==> config.mk <==
export PLATFORM = sky130hd
export DESIGN_NAME = bf16_reduce_ctrl_flat
export DESIGN_NICKNAME = d
export VERILOG_FILES = /design/src/rtl/bf16_reduce_ctrl_if.sv /design/src/rtl/bf16_reduce_ctrl.sv /design/src/flat_wrapper.sv
export SDC_FILE = /design/constraint.sdc
export NUM_CORES = 1
export LEC_CHECK = 0
export ABC_AREA = 1
export BUFFER_PORTS_ARGS = -buffer_cell sky130_fd_sc_hd__buf_2
export CELL_PAD_IN_SITES_DETAIL_PLACEMENT = 0
export CELL_PAD_IN_SITES_GLOBAL_PLACEMENT = 1
export CORE_AREA = 3 3 103 105
export CTS_BUF_LIST = sky130_fd_sc_hd__clkbuf_8
export DETAILED_ROUTE_END_ITERATION = 12
export DIE_AREA = 0 0 106 108
export PLACE_DENSITY = 0.86
export SYNTH_ARGS = -nofsm -noshare
export SYNTH_HDL_FRONTEND = slang
export SYNTH_SLANG_ARGS = --single-unit
==> constraint.sdc <==
create_clock -name clk -period 1.5 [get_ports clk]
set_clock_uncertainty 0.2 [all_clocks]
set_input_delay 0.075 -clock clk [delete_from_list [all_inputs] [get_ports clk]]
set_output_delay 0.075 -clock clk [all_outputs]
set_load 0.05 [all_outputs]
==> src/rtl/bf16_reduce_ctrl_if.sv <==
// Command, element stream and bf16_minmax side-band bundle for bf16_reduce_ctrl.
interface bf16_reduce_ctrl_if #(
  parameter int CNT_W = 9
);
  logic             start;
  logic [3:0]       op_sel;
  logic [CNT_W-1:0] length;
  logic             busy;
  logic             elem_valid;
  logic [15:0]      elem_data;
  logic             elem_ready;
  logic             done;
  logic [15:0]      result_o;
  logic             invalid_o;
  logic             mm_enable;
  logic [15:0]      mm_operand_a;
  logic [15:0]      mm_operand_b;
  logic [3:0]       mm_operation;
  logic [15:0]      mm_result;

  modport slave (
    input  start, op_sel, length, elem_valid, elem_data, mm_result,
    output busy, elem_ready, done, result_o, invalid_o,
           mm_enable, mm_operand_a, mm_operand_b, mm_operation
  );

  modport master (
    output start, op_sel, length, elem_valid, elem_data, mm_result,
    input  busy, elem_ready, done, result_o, invalid_o,
           mm_enable, mm_operand_a, mm_operand_b, mm_operation
  );
endinterface

==> src/rtl/bf16_reduce_ctrl.sv <==
// BF16 min/max reduction sequencer: folds a valid/ready element stream into an
// accumulator, one registered bf16_minmax compare per element after the first.
module bf16_reduce_ctrl #(
  parameter int MAX_LEN = 256,
  parameter int CNT_W   = $clog2(MAX_LEN + 1)
) (
  input  logic               clk,
  input  logic               reset,
  bf16_reduce_ctrl_if.slave  bus
);
  typedef enum logic [2:0] {S_IDLE, S_FIRST, S_NEXT, S_WAIT, S_DONE} state_e;

  state_e           state_q, state_d;
  logic [15:0]      acc_q, acc_d;
  logic [CNT_W-1:0] rem_q, rem_d;
  logic [CNT_W-1:0] len_q, len_d;
  logic [3:0]       op_q, op_d;
  logic             nan_q, nan_d;
  logic [15:0]      res_q, res_d;
  logic             inv_q, inv_d;

  logic             hs;
  logic             elem_nan;
  logic [CNT_W-1:0] len_sat;

  assign hs       = bus.elem_valid && bus.elem_ready;
  assign elem_nan = (&bus.elem_data[14:7]) && (|bus.elem_data[6:0]);
  assign len_sat  = (bus.length > CNT_W'(MAX_LEN)) ? CNT_W'(MAX_LEN) : bus.length;

  always_comb begin
    state_d        = state_q;
    acc_d          = acc_q;
    rem_d          = rem_q;
    len_d          = len_q;
    op_d           = op_q;
    nan_d          = nan_q;
    res_d          = res_q;
    inv_d          = inv_q;
    bus.elem_ready = 1'b0;
    bus.mm_enable  = 1'b0;
    bus.done       = 1'b0;
    case (state_q)
      S_IDLE: begin
        if (bus.start) begin
          op_d  = bus.op_sel;
          len_d = len_sat;
          nan_d = 1'b0;
          if (len_sat == '0) begin
            acc_d   = 16'h7FC0;
            state_d = S_DONE;
          end else begin
            state_d = S_FIRST;
          end
        end
      end
      S_FIRST: begin
        bus.elem_ready = 1'b1;
        if (hs) begin
          acc_d   = bus.elem_data;
          rem_d   = len_q - CNT_W'(1);
          nan_d   = nan_q | elem_nan;
          state_d = (len_q == CNT_W'(1)) ? S_DONE : S_NEXT;
        end
      end
      S_NEXT: begin
        bus.elem_ready = 1'b1;
        if (hs) begin
          bus.mm_enable = 1'b1;
          rem_d         = rem_q - CNT_W'(1);
          nan_d         = nan_q | elem_nan;
          state_d       = S_WAIT;
        end
      end
      S_WAIT: begin
        // the unit's output register holds the compare issued last cycle
        acc_d   = bus.mm_result;
        state_d = (rem_q == '0) ? S_DONE : S_NEXT;
      end
      S_DONE: begin
        bus.done = 1'b1;
        res_d    = acc_q;
        inv_d    = nan_q;
        state_d  = S_IDLE;
      end
      default: state_d = S_IDLE;
    endcase
  end

  always_ff @(posedge clk) begin
    if (reset) begin
      state_q <= S_IDLE;
      acc_q   <= '0;
      rem_q   <= '0;
      len_q   <= '0;
      op_q    <= '0;
      nan_q   <= 1'b0;
      res_q   <= '0;
      inv_q   <= 1'b0;
    end else begin
      state_q <= state_d;
      acc_q   <= acc_d;
      rem_q   <= rem_d;
      len_q   <= len_d;
      op_q    <= op_d;
      nan_q   <= nan_d;
      res_q   <= res_d;
      inv_q   <= inv_d;
    end
  end

  // result is already visible in the done cycle, then held from the register
  assign bus.result_o     = (state_q == S_DONE) ? acc_q : res_q;
  assign bus.invalid_o    = (state_q == S_DONE) ? nan_q : inv_q;
  assign bus.busy         = (state_q != S_IDLE);
  assign bus.mm_operand_a = acc_q;
  assign bus.mm_operand_b = bus.elem_data;
  assign bus.mm_operation = op_q;
endmodule

==> src/flat_wrapper.sv <==
// flat-port wrapper written by rule: the top's interface ports become plain ports
module bf16_reduce_ctrl_flat 
#(
  parameter int MAX_LEN = 256,
  parameter int CNT_W   = $clog2(MAX_LEN + 1)
)
  (clk, reset, bus_start, bus_op_sel, bus_length, bus_elem_valid, bus_elem_data, bus_mm_result, bus_busy, bus_elem_ready, bus_done, bus_result_o, bus_invalid_o, bus_mm_enable, bus_mm_operand_a, bus_mm_operand_b, bus_mm_operation);
  bf16_reduce_ctrl_if #(.CNT_W(CNT_W)) bus_i ();
  input  logic clk;
  input  logic reset;
  input wire logic [$bits(bus_i.start)-1:0] bus_start;
  input wire logic [$bits(bus_i.op_sel)-1:0] bus_op_sel;
  input wire logic [$bits(bus_i.length)-1:0] bus_length;
  input wire logic [$bits(bus_i.elem_valid)-1:0] bus_elem_valid;
  input wire logic [$bits(bus_i.elem_data)-1:0] bus_elem_data;
  input wire logic [$bits(bus_i.mm_result)-1:0] bus_mm_result;
  output wire logic [$bits(bus_i.busy)-1:0] bus_busy;
  output wire logic [$bits(bus_i.elem_ready)-1:0] bus_elem_ready;
  output wire logic [$bits(bus_i.done)-1:0] bus_done;
  output wire logic [$bits(bus_i.result_o)-1:0] bus_result_o;
  output wire logic [$bits(bus_i.invalid_o)-1:0] bus_invalid_o;
  output wire logic [$bits(bus_i.mm_enable)-1:0] bus_mm_enable;
  output wire logic [$bits(bus_i.mm_operand_a)-1:0] bus_mm_operand_a;
  output wire logic [$bits(bus_i.mm_operand_b)-1:0] bus_mm_operand_b;
  output wire logic [$bits(bus_i.mm_operation)-1:0] bus_mm_operation;
  assign bus_i.start = bus_start;
  assign bus_i.op_sel = bus_op_sel;
  assign bus_i.length = bus_length;
  assign bus_i.elem_valid = bus_elem_valid;
  assign bus_i.elem_data = bus_elem_data;
  assign bus_i.mm_result = bus_mm_result;
  assign bus_busy = bus_i.busy;
  assign bus_elem_ready = bus_i.elem_ready;
  assign bus_done = bus_i.done;
  assign bus_result_o = bus_i.result_o;
  assign bus_invalid_o = bus_i.invalid_o;
  assign bus_mm_enable = bus_i.mm_enable;
  assign bus_mm_operand_a = bus_i.mm_operand_a;
  assign bus_mm_operand_b = bus_i.mm_operand_b;
  assign bus_mm_operation = bus_i.mm_operation;
  bf16_reduce_ctrl #(.MAX_LEN(MAX_LEN), .CNT_W(CNT_W)) u_core (.clk(clk), .reset(reset), .bus(bus_i));
endmodule
---- Word level (Yosys, flattened, before mapping) ----
Index checks and enable logic that the tools add are counted.
storage, ports and cells
  flip-flop bits (word level) ............. 59
  input port bits ......................... 49
  output and inout bits ................... 57
  word-level logic and storage cells ...... 63
cells by class
  $add $sub $neg .......................... 2
  order comparisons ....................... 1
  eq/ne operators ......................... 10
  muxes and demuxes ....................... 24
  bitwise operators ....................... 1
  reductions and logical operators ........ 17
operator list
  cell                                                                number
  16-bit 2-to-1 mux                                                   4
  16-bit one-hot mux with 3 select lines                              1
  9-bit 2-to-1 mux                                                    3
  9-bit zero test                                                     2
  3-bit 2-to-1 mux                                                    6
  9-bit one-hot mux with 2 select lines                               1
  9-bit by 1-bit subtractor with 9-bit output, second input constant  2
  3-bit one-hot mux with 4 select lines                               1
  9-bit by 1-bit == test with 1-bit output, second input constant     1
  9-bit greater-than comparator, second input constant                1
  3-bit AND reduction                                                 3
  2-bit by 1-bit != test with 1-bit output, second input constant     4
  8-bit AND reduction                                                 1
  1-bit 2-to-1 mux                                                    7
  7-bit OR reduction                                                  1
  3-bit by 2-bit == test with 1-bit output, second input constant     2
  3-bit nonzero test                                                  2
  4-bit AND reduction                                                 1
  2-bit nonzero test                                                  2
  3-bit by 1-bit == test with 1-bit output, second input constant     1
  3-bit == test, second input constant                                1
  3-bit zero test                                                     1
  1-bit logical AND                                                   2
  2-bit != test, second input constant                                1
  other kinds (4)                                                     4

---- Longest topological paths before layout ----
  depth after elaboration ................. 6
  gate-level depth with buffers ........... 11
  mapped depth without buffers ............ 11

---- Worst setup path after synthesis ----
No wires, ideal clock.
  path kind ............................... register -> register
  from .................................... reg u_core.state_q[1]
  to ...................................... reg u_core.acc_q[15], in the netlist u_core.bus.mm_operand_a[15]
  setup time .............................. 117 ps
  data arrival time ....................... 1586 ps
  data required time ...................... 1183 ps
  setup slack ............................. -403 ps
  cell stages (with the launch flop) ...... 9
  buffers on the path ..................... 1
  period minus slack after synthesis ...... 1903 ps
  cell sequence ........................... dfxtp_1 nor2_2 nand2_1 nor2_2 nor3_4 buf_6 nand3_1 nand2_1 nor2_1
between the ends
  word-level cells in the longest chain between the ends .. 6
  elaborated cells on any way between the ends .. 13
  classes of those cells .................. eq/ne (6); mux (2); reduce/logical (5)
RTL lines
  element                                                                                               RTL line                 source
  start: declaration                                                                                    bf16_reduce_ctrl.sv:13   state_e state_q, state_d;
  start signal: assignment                                                                              bf16_reduce_ctrl.sv:100  state_q <= state_d;
  3-bit by 1-bit == test with 1-bit output or 3-bit by 2-bit == test with 1-bit output (tied branches)  bf16_reduce_ctrl.sv:42   case (state_q)
  2-bit OR reduction (no source line)                                                                   -
  1-bit 2-to-1 mux                                                                                      bf16_reduce_ctrl.sv:42
  1-bit logical AND                                                                                     bf16_reduce_ctrl.sv:26   assign hs = bus.elem_valid && bus.elem_ready;
  2-bit by 1-bit != test with 1-bit output (no source line)                                             -
  4-bit AND reduction (no source line)                                                                  -
  end signal: assignment                                                                                bf16_reduce_ctrl.sv:92   acc_q <= '0;
  end signal: assignment                                                                                bf16_reduce_ctrl.sv:101  acc_q <= acc_d;
  end: declaration                                                                                      bf16_reduce_ctrl.sv:14   logic [15:0] acc_q, acc_d;
Parallel ways exist; a longest one is shown, timed or not.
A chain may end at the register's enable or synchronous reset.

---- Final worst setup path ----
  from .................................... reg u_core.state_q[1]
  to ...................................... out bus_result_o[0]
between the ends
  word-level cells in the longest chain between the ends .. 2
RTL lines
  element            RTL line                 source
  3-bit == test      bf16_reduce_ctrl.sv:112  assign bus.result_o = (state_q == S_DONE) ? acc_q : res_q;
  16-bit 2-to-1 mux  -
  end: declaration   flat_wrapper.sv:20       output wire logic [$bits(bus_i.result_o)-1:0] bus_result_o;
No other way between the ends.

==> run summary <==
Number of DRC markers in iteration 0 -> 118
CP Class -> register to primary output
Peak supply drop -> 1.15 mV
Final cell count without fillers -> 819
Final wirelength -> 12200 um
Max-cap violations -> 0
Mapped Cells -> 465
Worst path cell trace -> nor2_4, nand2_4, inv_8, or2_2, o21ai_2, inv_2, buf_6
Status -> complete, but fails checks
Gr usage total -> 20.1%
Clk buf depth -> 2
Avg Vias per Cell -> 4.84
Die Span Y -> 108 um
Pwr/cell area -> 2130 nW/um^2
Ys async rst share -> 0%
Count of boundary I/O pins -> 106
DR WL/cell -> 14.9 um
Worst path slowest cell -> dfxtp_4
Fin crit period -> 1.83 ns
Syn_nets -> 517
Post-route ant nets -> 0
CTS tree -> built
HP Class -> input pin to register
Syn Area/Cell -> 6.90 um^2
Final Total Pwr -> 12.6 mW
Met3 GRT Util -> 3.88%
Final Hold Viols -> 0
Worst hold stages -> 5
DRC Markers -> 0
Sequential area share after synthesis -> 36.8%
Share of layout cells above drive strength 1 -> 48.1%
Post-synth cell types -> 37
Period Utilization, post-route -> 122%
Failing checks -> negative setup slack
N_diodes -> 0
Clock transition at path regs -> 0.07 ns
Setup TNS -> -13.26 ns
Met1 Use GR -> 23.0%
Setup violators final -> 66
CP arrival -> 1.56 ns
Post-Syn Area -> 3210 um^2
Layout fillers -> 836
Worst EP required -> 1.22 ns
Highest clock rate -> 545 MHz
CP Launch Type -> register
Busiest layer in global routing -> met2
Overflow after GRT -> 0
First-pass GRT wire length -> 18500 um
Worst skew pair latency -> 0.35 ns
Unrepaired setup endpoints after global routing -> yes
Reg2Reg Setup Slack -> -0.29 ns
H-tree depth -> 3
Ys Warns -> 0
Number of synthesized flops with an enable pin -> 0
Rows -> 36
Worst slew margin -> 69.8%
Largest fanout on the critical path -> 18
Dpl ws -> -0.172 ns
Antenna violations before repair -> 0
Flops & latches, synth -> 59
CORE AREA -> 9730 um^2
Hold EP -> u_core.len_q[3]
Worst Tran Pin Value -> 0.452 ns
Worst R2R Start -> u_core.state_q[1]
Global Route met2 Usage -> 37.7%
Post-route cell area -> 5920 um^2
Placed instance area -> 4280 um^2
DIE AREA -> 11400 um^2
Slew Limit Fails -> 0
Die X -> 106 um
Vias -> 3963
Reg2reg path depth -> 10
Largest net degree at the start of global routing -> 39
Drt first pass iters -> 5
Cell total after placement -> 724
GPL Wtd Cong -> 0.811
Reg-to-reg endpoint -> u_core.bus.mm_operand_a[8]
CTS buffer count -> 9
Post-DP HPWL -> 7070 um
Area delta synth->final -> 84.5%
Root Buffer Master -> clkbuf_8
Port bufs -> 105
Final layout net count -> 733
Worst hold start -> bus_length[8]
Clock sink count -> 59
Leak -> 2.77 nW
Ys flop type -> dfxtp_1
Starting density of the core -> 33.0%
Max incr delay on CP -> 0.39 ns
Final setup margin -> -0.334 ns
Vias in the first global route -> 3952
CP endpoint kind -> primary output
## power by group
part / internal (mW) / leakage [nW] / switching (mW)
logic: 3.64 / 2.18 / 4.94
clock network: 0.813 / 0.107 / 0.699
registers: 2.03 / 0.484 / 0.501
total: 6.48 / 2.77 / 6.14
## state kept, by name, indices dropped and copies added (netlist names)
name and cells:
u_core.len_q 9, u_core.bus.mm_operand_a 16, u_core.state_q 3, u_core.nan_q 1
u_core.bus.mm_operation 4, u_core.inv_q 1, u_core.rem_q 9, u_core.res_q 16
## layout make-up
type / instances / area [um^2] / area share, %
Timing Repair inverter: 1 / 16.3 / 0.275
Sequential cell: 59 / 1190 / 20.1
Inverter: 48 / 229 / 3.87
Tap cell: 133 / 166 / 2.81
Multi-Input combinational cell: 323 / 2100 / 35.4
Clock inverter: 6 / 63.8 / 1.08
Clock buffer: 10 / 138 / 2.32
Timing Repair Buffer: 239 / 2020 / 34.1
## worst max path at each step
stage                                  from          endpoint  slack [ns]
after floorplan           u_core.state_q[1]  bus_result_o[11]       -0.08
after global placement    u_core.state_q[1]  bus_result_o[15]       -0.08
after detailed placement  u_core.state_q[1]   bus_result_o[5]       -0.17
after CTS                 u_core.state_q[0]  bus_result_o[13]       -0.28
after global routing      u_core.state_q[1]   bus_result_o[0]       -0.39
final                     u_core.state_q[1]   bus_result_o[0]       -0.33
## cells by family after synthesis
logic type / synth area share, %
flip-flops: 36.8
multiplexers: 0.312
AND/OR/NAND/NOR: 30.6
AO/OA/AOI/OAI: 17.1
adder cells (fa/ha/maj): 1.17
XOR/XNOR: 0.546
buffers and inverters: 13.4
## cells in the final DEF (no fill, tap or decap), types with 10 or more instances in the layout
master and n:
buf_2 84, nand2_1 72, buf_4 64, dfxtp_1 56, nor2_1 52, dlygate4sd3_1 49, nand3_1 29, buf_6 27
inv_1 24, a21oi_1 21, nand3_2 16, inv_2 15, a21oi_2 15, o21ai_4 11, clkbuf_8 10
## layer usage
metal | vias up | wire length (um)
met5 | - | 0
met4 | 0 | 287
met3 | 29 | 573
met2 | 133 | 6480
met1 | 1844 | 4900
li1 | 1957 | -
## worst max-delay path: cells and delay by family, from the launching register on
kind,cells,cell delay [ns]
AOI/OAI and AO/OA,1,0.09
buffers and inverters,3,0.28
DFF,1,0.39
and+or+nand+nor,3,0.46
## Yosys cell counts (2+ instances only)
cell | n | area (um^2)
nand2_1 | 82 | 308
nand3_1 | 45 | 225
buf_2 | 4 | 20.0
o21ai_0 | 30 | 150
a21oi_1 | 39 | 195
nand2_4 | 2 | 22.5
a31oi_1 | 2 | 12.5
inv_2 | 3 | 11.3
nor2_4 | 2 | 22.5
or2_1 | 7 | 43.8
nor2_2 | 2 | 12.5
buf_6 | 6 | 67.6
or2_2 | 11 | 68.8
dfxtp_1 | 59 | 1180
clkbuf_1 | 7 | 26.3
buf_4 | 17 | 128
nor3_1 | 4 | 20.0
xor2_1 | 2 | 17.5
o22ai_1 | 9 | 56.3
a22oi_1 | 7 | 52.6
a211oi_1 | 3 | 22.5
a21oi_2 | 2 | 17.5
o211ai_1 | 3 | 22.5
o21ai_1 | 4 | 20.0
ha_1 | 3 | 37.5
inv_1 | 43 | 161
nor2_1 | 57 | 214
## stage by stage
step                      utilization [%]  hold WS [ns]
final                                60.9        0.0910
after detailed placement             44.0         0.139
after global routing                 60.9         0.104
after global placement               44.0         0.125
after CTS                            56.4        0.0247
after floorplan                         -        0.0196
## repair_timing
item                                    in CTS  in global routing
pin swaps                                    8                  8
gates cloned                                 5                  4
endpoints found under the setup margin      65                 72
hold endpoints to repair                    34                  0
gates resized for setup                    102                 66
hold buffers                                50                  0
buffers inserted                            11                 10
Power figures use the tool's default switching activity.
